==> config.mk <==
export PLATFORM = sky130hd
export DESIGN_NAME = fetch_buffer
export DESIGN_NICKNAME = d
export VERILOG_FILES = /design/src/rtl/fetch_buffer_pkg.sv /design/src/rtl/fetch_buffer_queue.sv /design/src/rtl/fetch_buffer.sv
export SDC_FILE = /design/constraint.sdc
export NUM_CORES = 1
export LEC_CHECK = 0
export BUFFER_PORTS_ARGS = -buffer_cell sky130_fd_sc_hd__clkbuf_2
export CORE_UTILIZATION = 45
export CTS_CLUSTER_DIAMETER = 60
export DETAILED_ROUTE_END_ITERATION = 10
export PLACE_DENSITY = 0.61
export SYNTH_ARGS = -nofsm -noshare
export SYNTH_HDL_FRONTEND = slang
export SYNTH_HIERARCHICAL = 1
export SYNTH_SLANG_ARGS = --single-unit
==> constraint.sdc <==
create_clock -name clk -period 9 [get_ports clk]
set_input_delay 0.9 -clock clk [delete_from_list [all_inputs] [get_ports clk]]
set_output_delay 0.9 -clock clk [all_outputs]
set_load 0.03 [all_outputs]
==> src/rtl/fetch_buffer_pkg.sv <==
`default_nettype none
// ============================================================================
// Module   : fetch_buffer_pkg
// Brief    : Shared types and constants for the fetch buffer.
// Revision : 1.0
// ============================================================================
package fetch_buffer_pkg;

    localparam int FETCH_BUFFER_STALL_MARGIN = 4;

    typedef struct packed {
        logic [15:0] hw;
        logic [30:0] pc;
        logic        fault;
    } fetch_buffer_entry_t;

endpackage
`default_nettype wire

==> src/rtl/fetch_buffer_queue.sv <==
`default_nettype none
// ============================================================================
// Module   : fetch_buffer_queue
// Brief    : Circular queue with 0/1/2 entry push and pop per cycle.
// Revision : 1.0
// ============================================================================
module fetch_buffer_queue
    import fetch_buffer_pkg::*;
#(
    parameter int  DEPTH = 8,
    parameter type T     = fetch_buffer_entry_t
) (
    input  logic                     clk,
    input  logic                     rst,
    input  logic                     i_flush,
    input  logic [1:0]               i_push_n,
    input  T                         i_push_e0,
    input  T                         i_push_e1,
    input  logic [1:0]               i_pop_n,
    output T                         o_head0,
    output T                         o_head1,
    output logic [$clog2(DEPTH):0]   o_count
);

    localparam int PW = $clog2(DEPTH);
    localparam int CW = PW + 1;

    T                r_mem [DEPTH];
    logic [PW-1:0]   r_head;
    logic [PW-1:0]   r_tail;
    logic [CW-1:0]   r_count;
    logic [CW-1:0]   w_free;
    logic [1:0]      w_push_n;

    // A push that does not fit is dropped whole rather than partially applied.
    assign w_free   = CW'(DEPTH) - r_count;
    assign w_push_n = (CW'(i_push_n) <= w_free) ? i_push_n : 2'd0;

    always_ff @(posedge clk or posedge rst) begin
        if (rst) begin
            r_head  <= '0;
            r_tail  <= '0;
            r_count <= '0;
        end else if (i_flush) begin
            r_head  <= '0;
            r_tail  <= '0;
            r_count <= '0;
        end else begin
            r_head  <= r_head + PW'(i_pop_n);
            r_tail  <= r_tail + PW'(w_push_n);
            r_count <= r_count + CW'(w_push_n) - CW'(i_pop_n);
        end
    end

    always_ff @(posedge clk) begin
        if (!i_flush) begin
            if (w_push_n != 2'd0) begin
                r_mem[r_tail] <= i_push_e0;
            end
            if (w_push_n == 2'd2) begin
                r_mem[r_tail + PW'(1)] <= i_push_e1;
            end
        end
    end

    assign o_head0 = r_mem[r_head];
    assign o_head1 = r_mem[r_head + PW'(1)];
    assign o_count = r_count;

endmodule
`default_nettype wire

==> src/rtl/fetch_buffer.sv <==
`default_nettype none
// ============================================================================
// Module   : fetch_buffer
// Brief    : Halfword fetch queue reassembling RV32/RVC instructions for decode.
// Revision : 1.0
// ============================================================================
module fetch_buffer
    import fetch_buffer_pkg::*;
#(
    parameter int LINE_WIDTH = 128,
    parameter int DEPTH      = 8
) (
    input  logic                  clk,
    input  logic                  rst,
    input  logic                  flush,
    input  logic                  in_valid,
    input  logic                  in_fault,
    input  logic [31:0]           in_pc,
    input  logic [LINE_WIDTH-1:0] in_line,
    output logic                  stall_out,
    output logic                  out_valid,
    input  logic                  out_ready,
    output logic [31:0]           out_pc,
    output logic [31:0]           out_insn,
    output logic                  out_compressed,
    output logic                  out_fault
);

    localparam int OW = $clog2(LINE_WIDTH / 8);
    localparam int IW = OW - 1;
    localparam int CW = $clog2(DEPTH) + 1;

    logic [IW-1:0]       w_idx0;
    logic [IW-1:0]       w_idx1;
    logic [15:0]         w_hw0;
    logic [15:0]         w_hw1;
    logic [1:0]          w_push_n;
    fetch_buffer_entry_t w_push_e0;
    fetch_buffer_entry_t w_push_e1;
    logic [1:0]          w_pop_n;
    fetch_buffer_entry_t w_head0;
    fetch_buffer_entry_t w_head1;
    logic [CW-1:0]       w_count;
    logic                w_rvc;
    logic                w_single;
    logic                w_unused;

    assign w_unused = &{1'b0, in_pc[0]};

    // Aligned 32-bit fetches have an even index, so idx+1 never leaves the line.
    assign w_idx0 = in_pc[OW-1:1];
    assign w_idx1 = w_idx0 | IW'(1);
    assign w_hw0  = in_line[{w_idx0, 4'b0000} +: 16];
    assign w_hw1  = in_line[{w_idx1, 4'b0000} +: 16];

    always_comb begin
        w_push_n  = 2'd0;
        w_push_e0 = '0;
        w_push_e1 = '0;
        if (in_valid && !flush) begin
            if (in_fault) begin
                w_push_n  = 2'd1;
                w_push_e0 = '{hw: 16'h0, pc: in_pc[31:1], fault: 1'b1};
            end else if (in_pc[1]) begin
                w_push_n  = 2'd1;
                w_push_e0 = '{hw: w_hw0, pc: in_pc[31:1], fault: 1'b0};
            end else begin
                w_push_n  = 2'd2;
                w_push_e0 = '{hw: w_hw0, pc: in_pc[31:1], fault: 1'b0};
                w_push_e1 = '{hw: w_hw1, pc: in_pc[31:1] + 31'd1, fault: 1'b0};
            end
        end
    end

    fetch_buffer_queue #(
        .DEPTH (DEPTH),
        .T     (fetch_buffer_entry_t)
    ) u_queue (
        .clk       (clk),
        .rst       (rst),
        .i_flush   (flush),
        .i_push_n  (w_push_n),
        .i_push_e0 (w_push_e0),
        .i_push_e1 (w_push_e1),
        .i_pop_n   (w_pop_n),
        .o_head0   (w_head0),
        .o_head1   (w_head1),
        .o_count   (w_count)
    );

    // A fault entry stands alone even if its halfword would decode as 32-bit.
    assign w_rvc     = (w_head0.hw[1:0] != 2'b11);
    assign w_single  = w_rvc || w_head0.fault;
    assign out_valid = (w_count != '0) && (w_single || (w_count >= CW'(2)));
    assign w_pop_n   = (out_valid && out_ready && !flush) ? (w_single ? 2'd1 : 2'd2) : 2'd0;

    always_comb begin
        out_pc         = 32'h0;
        out_insn       = 32'h0;
        out_compressed = 1'b0;
        out_fault      = 1'b0;
        if (out_valid) begin
            out_pc = {w_head0.pc, 1'b0};
            if (w_single) begin
                out_insn       = {16'h0, w_head0.hw};
                out_compressed = w_rvc && !w_head0.fault;
                out_fault      = w_head0.fault;
            end else begin
                out_insn  = {w_head1.hw, w_head0.hw};
                out_fault = w_head1.fault;
            end
        end
    end

    // Margin covers one fetch in flight plus one in the current cycle.
    assign stall_out = (CW'(DEPTH) - w_count) < CW'(FETCH_BUFFER_STALL_MARGIN);

endmodule
`default_nettype wire

Word-level counts from Yosys, hierarchy flattened. Memories as Yosys holds them, arrays and structs flattened. Index checks and enable logic that the tools add are counted.

RAM bits: 384. Flip-flop bits (word level): 10. Memories kept: 1. Input port bits: 166.

Memories: u_queue.r_mem (words 8, width 48, read ports 2, clocked after Yosys merged registers in 0, write ports 2, RTL line fetch_buffer_queue.sv:28) `T r_mem [DEPTH];`.

Shift-type cells: 2. Eq/ne operators: 2. Reductions and logical operators: 11. Add/sub/neg operators: 8. Mux-type cells: 27. Order comparisons: 3.

Operator list (count): indexed part select 128 x 8 -> 16 bit (2); 2-to-1 mux 48 bit (5); 2-to-1 mux 32 bit (3); adder 31 x 1 -> 31 bit, second input constant (1); 2-to-1 mux 2 bit (6); 2-to-1 mux 1 bit (10); adder 3 x 1 -> 3 bit, second input constant (2); adder 3 x 2 -> 3 bit (2); 2-to-1 mux 3 bit (2); logical AND 1 bit (5); adder 4 x 2 -> 4 bit (1); greater-or-equal comparator 4 x 2 -> 1 bit, second input constant (1); less-or-equal comparator 2 x 4 -> 1 bit (1); less-than comparator 4 x 3 -> 1 bit, second input constant (1); 2-to-1 mux 4 bit (1); nonzero test 4 bit (1); subtractor 4 x 2 -> 4 bit (1); subtractor 4 bit, first input constant (1); == test 2 bit, second input constant (1); zero test 1 bit (2); logical OR 1 bit (2); inequality test 2 bit, second input constant (1); nonzero test 2 bit (1).

Longest topological paths before layout. Gate-level depths: netlist of the first run. An unclocked memory read counts as a cell.

Depth after elaboration: 10. Mapped depth: 17. Depth with buffers taken out: 16.

Cells and area by module. The synthesis of the first run kept the hierarchy.

By module, submodules not included: fetch_buffer_queue (cells an instance 1248, area an instance 22730.6 µm², times used 1); fetch_buffer (cells an instance 267, area an instance 2238.4 µm², times used 1).

Worst setup path before layout of the first run. Ideal clock, no wire load.

Kind: input to register. Start point: input in_valid. End point: memory u_queue/r_mem[2][0] (netlist bit) (enable). Arrival: 7708 ps. Path buffers: 2. Path slack: 706 ps. Stages on the path: 10. Setup time: 586 ps. Path through: nor2b_2 -> nand2b_1 -> buf_2 -> nor2_4 -> buf_2 -> ha_1 -> nor2b_1 -> o21ai_2 -> nor3_1 -> o41ai_1.

RTL lines: start, declared (RTL line fetch_buffer.sv:16) `input logic in_valid,`; end, declared (RTL line fetch_buffer_queue.sv:28).

==> impl_metrics.tcl, run 1 <==
set metrics [dict create \
    status "finished clean" \
    postSynthCellCount 1411 \
    p_sw_mw 1.70 \
    cts_made_buffers 46 \
    design.die.area_mm2 0.0524 \
    hold_path.class "in2async" \
    comb_power_share 0.282 \
    vias 13958 \
    overflow 0 \
    rows 82 \
    fmaxAchievable_ghz 0.179 \
    end_kind "primary output" \
    syn_to_final_growth_pct 14.4 \
    synth_warnings 6 \
    period_needed_ns 5.58 \
    postLayoutCoreUtil 0.525 \
    pwr-share-seq 0.397 \
    antenna_left 0 \
    drt_pass1_iterations 5 \
    tightest_slew_ns 1.16 \
    die-width_um 229 \
    synth.avg_cell_area_um2 16.4 \
    portBuffers 231 \
    worst-path-max-fanout 39 \
    place.gp.congestion 0.779 \
    ff2ff_path_depth 13 \
    dp_cells 2254 \
    maxSlewViolCount 0 \
    dp_hpwl_mm 36.4 \
    timing.final.crit_share 0.621 \
    grt_use_total 0.247 \
    drt_drc_violations_left 0 \
    final_cells 2335 \
    grt_pass1_vias 14814 \
    p_leak_nw 9.80 \
    skew_ns 0.0123 \
    r2r_start "u_queue/r_head[0]" \
    powerDensity_mw_per_mm2 203 \
    critPathRequiredTime_ns 8.10 \
    critPathKind "reg2out" \
    cts_root_buf "clkbuf_16" \
    synth.cell_area_mm2 0.0232 \
    io_pins 234 \
    reg2reg_to "u_queue/o_count[2]" \
    grt_pass1_wl_mm 95.7 \
    grt_max_degree 62 \
    rsz0062_at_grt "false" \
    power.internal_mw 3.68 \
    clk_latency_ns 0.57 \
    viasPerCell 5.98 \
    antenna_found_initial 2 \
    setup_tns_ns 0 \
    p_sw_frac 0.316 \
    cp.arrival_ns 4.68 \
    num-nets-final 1811 \
    h-tree-depth 2 \
    fp.dieH_um 229 \
    layout-drive-gt1-share 0.540 \
    start_util 0.459 \
    core_area_mm2 0.0505 \
    cap_viol_max_count 0 \
    avgRoutedWirePerCell_um 27.6 \
    drtIter0Drc 1019 \
    post_cts_buffers 0 \
    setup_viol 0 \
    ir_worst_vdd_uv 121 \
    ff2ff_setup_slack_ns 3.76 \
    max-slew-margin-rel 0.221 \
    cts_resized 0 \
    wl_mm 64.4 \
    total_power_mw 5.38 \
    hold_buffers 0 \
    clk_path_buf_depth 3 \
    clkTransAtPathRegs_ns 0.06 \
    startpoint_type "flop" \
    hold_viol_final 0 \
    clkPwrFrac 0.322 \
    tritoncts "yes" \
    cts_num_sinks 394 \
]
metrics by stage:
step	setup WS (ns)	cell area (um^2)	hold slack, ns
after floorplan	0.706	23200	0.634
after global placement	3.14	25100	0.770
after detailed placement	3.11	25100	0.781
after CTS	3.29	26500	0.337
after global routing	3.18	26500	0.361
final	3.42	26500	0.358
cell usage in the layout, fill, tap and decap left out, types with 26 or more instances in the layout:
cell type,count
edfxtp_1,384
mux2_2,379
clkbuf_2,231
mux4_2,158
and2_1,89
mux2_1,70
nor2b_1,53
clkbuf_16,47
buf_4,43
nor2_1,26
sequential cells by signal, indices dropped and copies added, names as in the netlist:
| register | flops |
|---|---|
| u_queue/o_count | 4 |
| u_queue/r_mem | 384 |
| u_queue/r_head | 3 |
| u_queue/r_tail | 3 |
how the worst max path moves through the flow:
| stage | startpoint | end | slack, ns | cells after the start |
|---|---|---|---|---|
| global route | u_queue/r_head[0] | out_pc[19] | 3.18 | 8 |
| finish | u_queue/r_head[0] | out_pc[19] | 3.42 | 8 |
| floorplan | in_valid | u_queue/r_mem[2][0] | 0.71 | 10 |
| detailed placement | flush | u_queue/r_mem[5][38] | 3.11 | 13 |
| CTS | u_queue/r_head[0] | out_pc[19] | 3.29 | 8 |
| global placement | flush | u_queue/r_mem[5][38] | 3.14 | 13 |
power by group through the flow:
stage	registers, mW	logic (mW)	clock network, mW
2_1_floorplan	2.14	1.08	0
4_1_cts	2.14	1.53	1.76
3_3_place_gp	2.17	1.51	0
5_1_grt	2.14	1.61	1.83
3_5_place_dp	2.17	1.52	0
6_report	2.13	1.52	1.73
per-layer routing:
metal / GRT usage / vias to the layer above / wire (um)
li1: - / 6082 / -
met1: 0.342 / 7372 / 28500
met2: 0.409 / 433 / 31200
met3: 0.0344 / 71 / 3440
met4: 0.0638 / 0 / 1210
met5: 0 / - / 0
final cells by class:
cell class              count  area, um^2
diodes                      1        2.50
multi-input cells         899       11000
fillers                  4265       24000
clock inverters            17         130
clock buffers              63        1240
flip-flops and latches    394       11800
well taps                 672         841
repair buffers            274        1480
inverters                  15        56.3
worst max-delay path: stages (launching register included):
cell and delay [ns]:
dfrtp_4 0.79, buf_4 0.63, mux4_2 0.33, mux2_2 0.21, nand3b_1 0.26, a21boi_4 0.86, buf_4 0.60, nor2b_1 0.19
clkbuf_2 0.23
Power figures use the tool's default switching activity.
==> run 2, diff against run 1 <==
==> constraint.sdc (replaced) <==
create_clock -name clk -period 5.5 [get_ports clk]
set_input_delay 0.55 -clock clk [delete_from_list [all_inputs] [get_ports clk]]
set_output_delay 0.55 -clock clk [all_outputs]
set_load 0.03 [all_outputs]
==> run 2 against run 1 <==
Net effect: clock power grew 66%; count of clock-buffer cells in the layout down 8; final cell count rose by 0.77%; sequential share of layout area is 0.43 points lower; total power increased by 66%; flip-flop and latch count stayed put; via count up 1.5%; core utilization grew 0.51 points; clock skew up 0.0016 ns; non-clock buffer count up 19; sequential power increased by 64%.
==> impl_metrics.tcl, run 2 (synthesized netlist as in run 1, its figures left out) <==
set metrics [dict create \
    cts_num_sinks 394 \
    layout_setup_ws_ns 0.694 \
    hold_buffers 1 \
    diodes 0 \
    placed_cell_area_mm2 0.0254 \
    period_needed_ns 4.81 \
    end_kind "primary output" \
    wl_mm 65.5 \
    viasPerCell 6.02 \
    vias 14169 \
    ir_worst_vdd_uv 215 \
    tightest_slew_ns 1.01 \
    layout_commonest_cell "edfxtp_1" \
    drt_pass1_iterations 5 \
    final_cell_mix "edfxtp_1, mux2_2, clkbuf_2" \
    cp.arrival_ns 4.26 \
    final_area_mm2 0.0268 \
    critPathKind "reg2out" \
    core_area_mm2 0.0505 \
    dp_hpwl_mm 38.6 \
    clk_latency_ns 0.57 \
    cts_resized 0 \
    antenna_found_initial 2 \
    rows 82 \
    fp.dieH_um 229 \
    grt_max_degree 51 \
    critPathRequiredTime_ns 4.95 \
    avgRoutedWirePerCell_um 27.8 \
    regMostFlops "u_queue/r_mem" \
    post-place-ws_ns 0.760 \
    place.gp.congestion 0.799 \
    reg2reg_to "u_queue/o_count[3]" \
    num-nets-final 1829 \
    h-tree-depth 2 \
    multiInputGateArea_mm2 0.0110 \
    grt_pass1_wl_mm 97.5 \
    hold_path.class "in2reg" \
    cts_made_buffers 45 \
    design.die.area_mm2 0.0524 \
    fmaxAchievable_ghz 0.208 \
    largest_reg_flops 384 \
    drt_drc_violations_left 0 \
    regArea_mm2 0.0118 \
    status "finished clean" \
    drtIter0Drc 1114 \
    setup_viol 0 \
    p_leak_nw 9.93 \
    timing.final.crit_share 0.874 \
    portBuffers 231 \
    fillCellCount 4212 \
    overflow 0 \
    die-width_um 229 \
    grt_use_total 0.252 \
    start_util 0.459 \
    min-delay-start "flush" \
    powerDensity_mw_per_mm2 333 \
    post_cts_buffers 0 \
    clkTransAtPathRegs_ns 0.06 \
    grt_pass1_vias 14886 \
    io_pins 234 \
    max-slew-margin-rel 0.327 \
    ff2ff_path_depth 11 \
    worst-path-max-fanout 42 \
    cts_root_buf "clkbuf_16" \
    layout-drive-gt1-share 0.547 \
    rsz0062_at_grt "false" \
    whs_path_depth 2 \
    r2r_start "u_queue/r_head[1]" \
    cap_viol_max_count 0 \
    syn_to_final_growth_pct 15.5 \
    ff2ff_setup_slack_ns 1.23 \
    maxSlewViolCount 0 \
    hold_viol_final 0 \
    hold_path_end "u_queue/o_count[0]" \
    clk_path_buf_depth 3 \
    antenna_left 0 \
    startpoint_type "flop" \
    skew_ns 0.0139 \
    tritoncts "yes" \
]
[run 2: changes by cell type in the layout (fill, tap and decap cells not counted), sizes merged]
cell,change
clkinv,+6
inv,+1
buf,+18
dlygate4sd3,+1
diode,-1
bufinv,+1
clkbuf,-8
[run 2: where the power goes]
part           total [mW]  internal, mW  leakage (nW)  switching, mW
logic                2.55          1.01          5.57           1.54
registers            3.49          3.39          3.68         0.0954
clock network        2.88          1.69         0.686           1.19
[run 2: critical path: stages (launching register included)]
cell      delay, ns
dfrtp_4        0.74
buf_4          0.66
ha_1           0.93
mux4_2         0.41
mux2_2         0.32
a31oi_1        0.28
nor2_1         0.08
clkbuf_2       0.22
[run 2: layer usage]
layer / vias up / routed length (um) / GRT usage
met2: 480 / 32500 / 0.423
li1: 6139 / - / -
met4: 2 / 1010 / 0.0538
met5: - / 13 / 0
met1: 7477 / 28200 / 0.346
met3: 71 / 3730 / 0.0397
[run 2: area by class of cell]
cell class                      count  area share
Inverter                           15     0.00210
Clock inverter                     25     0.00724
Timing Repair Buffer              293      0.0630
Tap cell                          672      0.0314
Sequential cell                   394       0.440
Multi-Input combinational cell    899       0.411
Clock buffer                       55      0.0450
[run 2: worst max-delay path by stage]
stage,start,endpoint,slack (ns),depth (start not counted)
detailed placement,flush,u_queue/r_mem[5][41],0.76,11
CTS,u_queue/r_head[0],out_fault,0.60,7
floorplan,in_valid,u_queue/r_mem[5][0],-0.94,10
global placement,flush,u_queue/r_mem[5][42],0.89,11
finish,u_queue/r_head[0],out_fault,0.69,7
global route,u_queue/r_head[0],out_fault,0.53,7
[run 2: through the flow]
stage | hold slack (ns) | power [mW] | TNS (ns) | instances | util
5_1_grt | 0.419 | 9.26 | 0 | 2353 | 0.530
6_report | 0.409 | 8.92 | 0 | 2353 | 0.530
3_5_place_dp | 0.602 | 6.11 | 0 | 2272 | 0.503
3_3_place_gp | 0.603 | 6.09 | 0 | 2272 | 0.503
4_1_cts | 0.377 | 9.02 | 0 | 2353 | 0.530
2_1_floorplan | 0.390 | 5.27 | -161.54 | 1419 | -
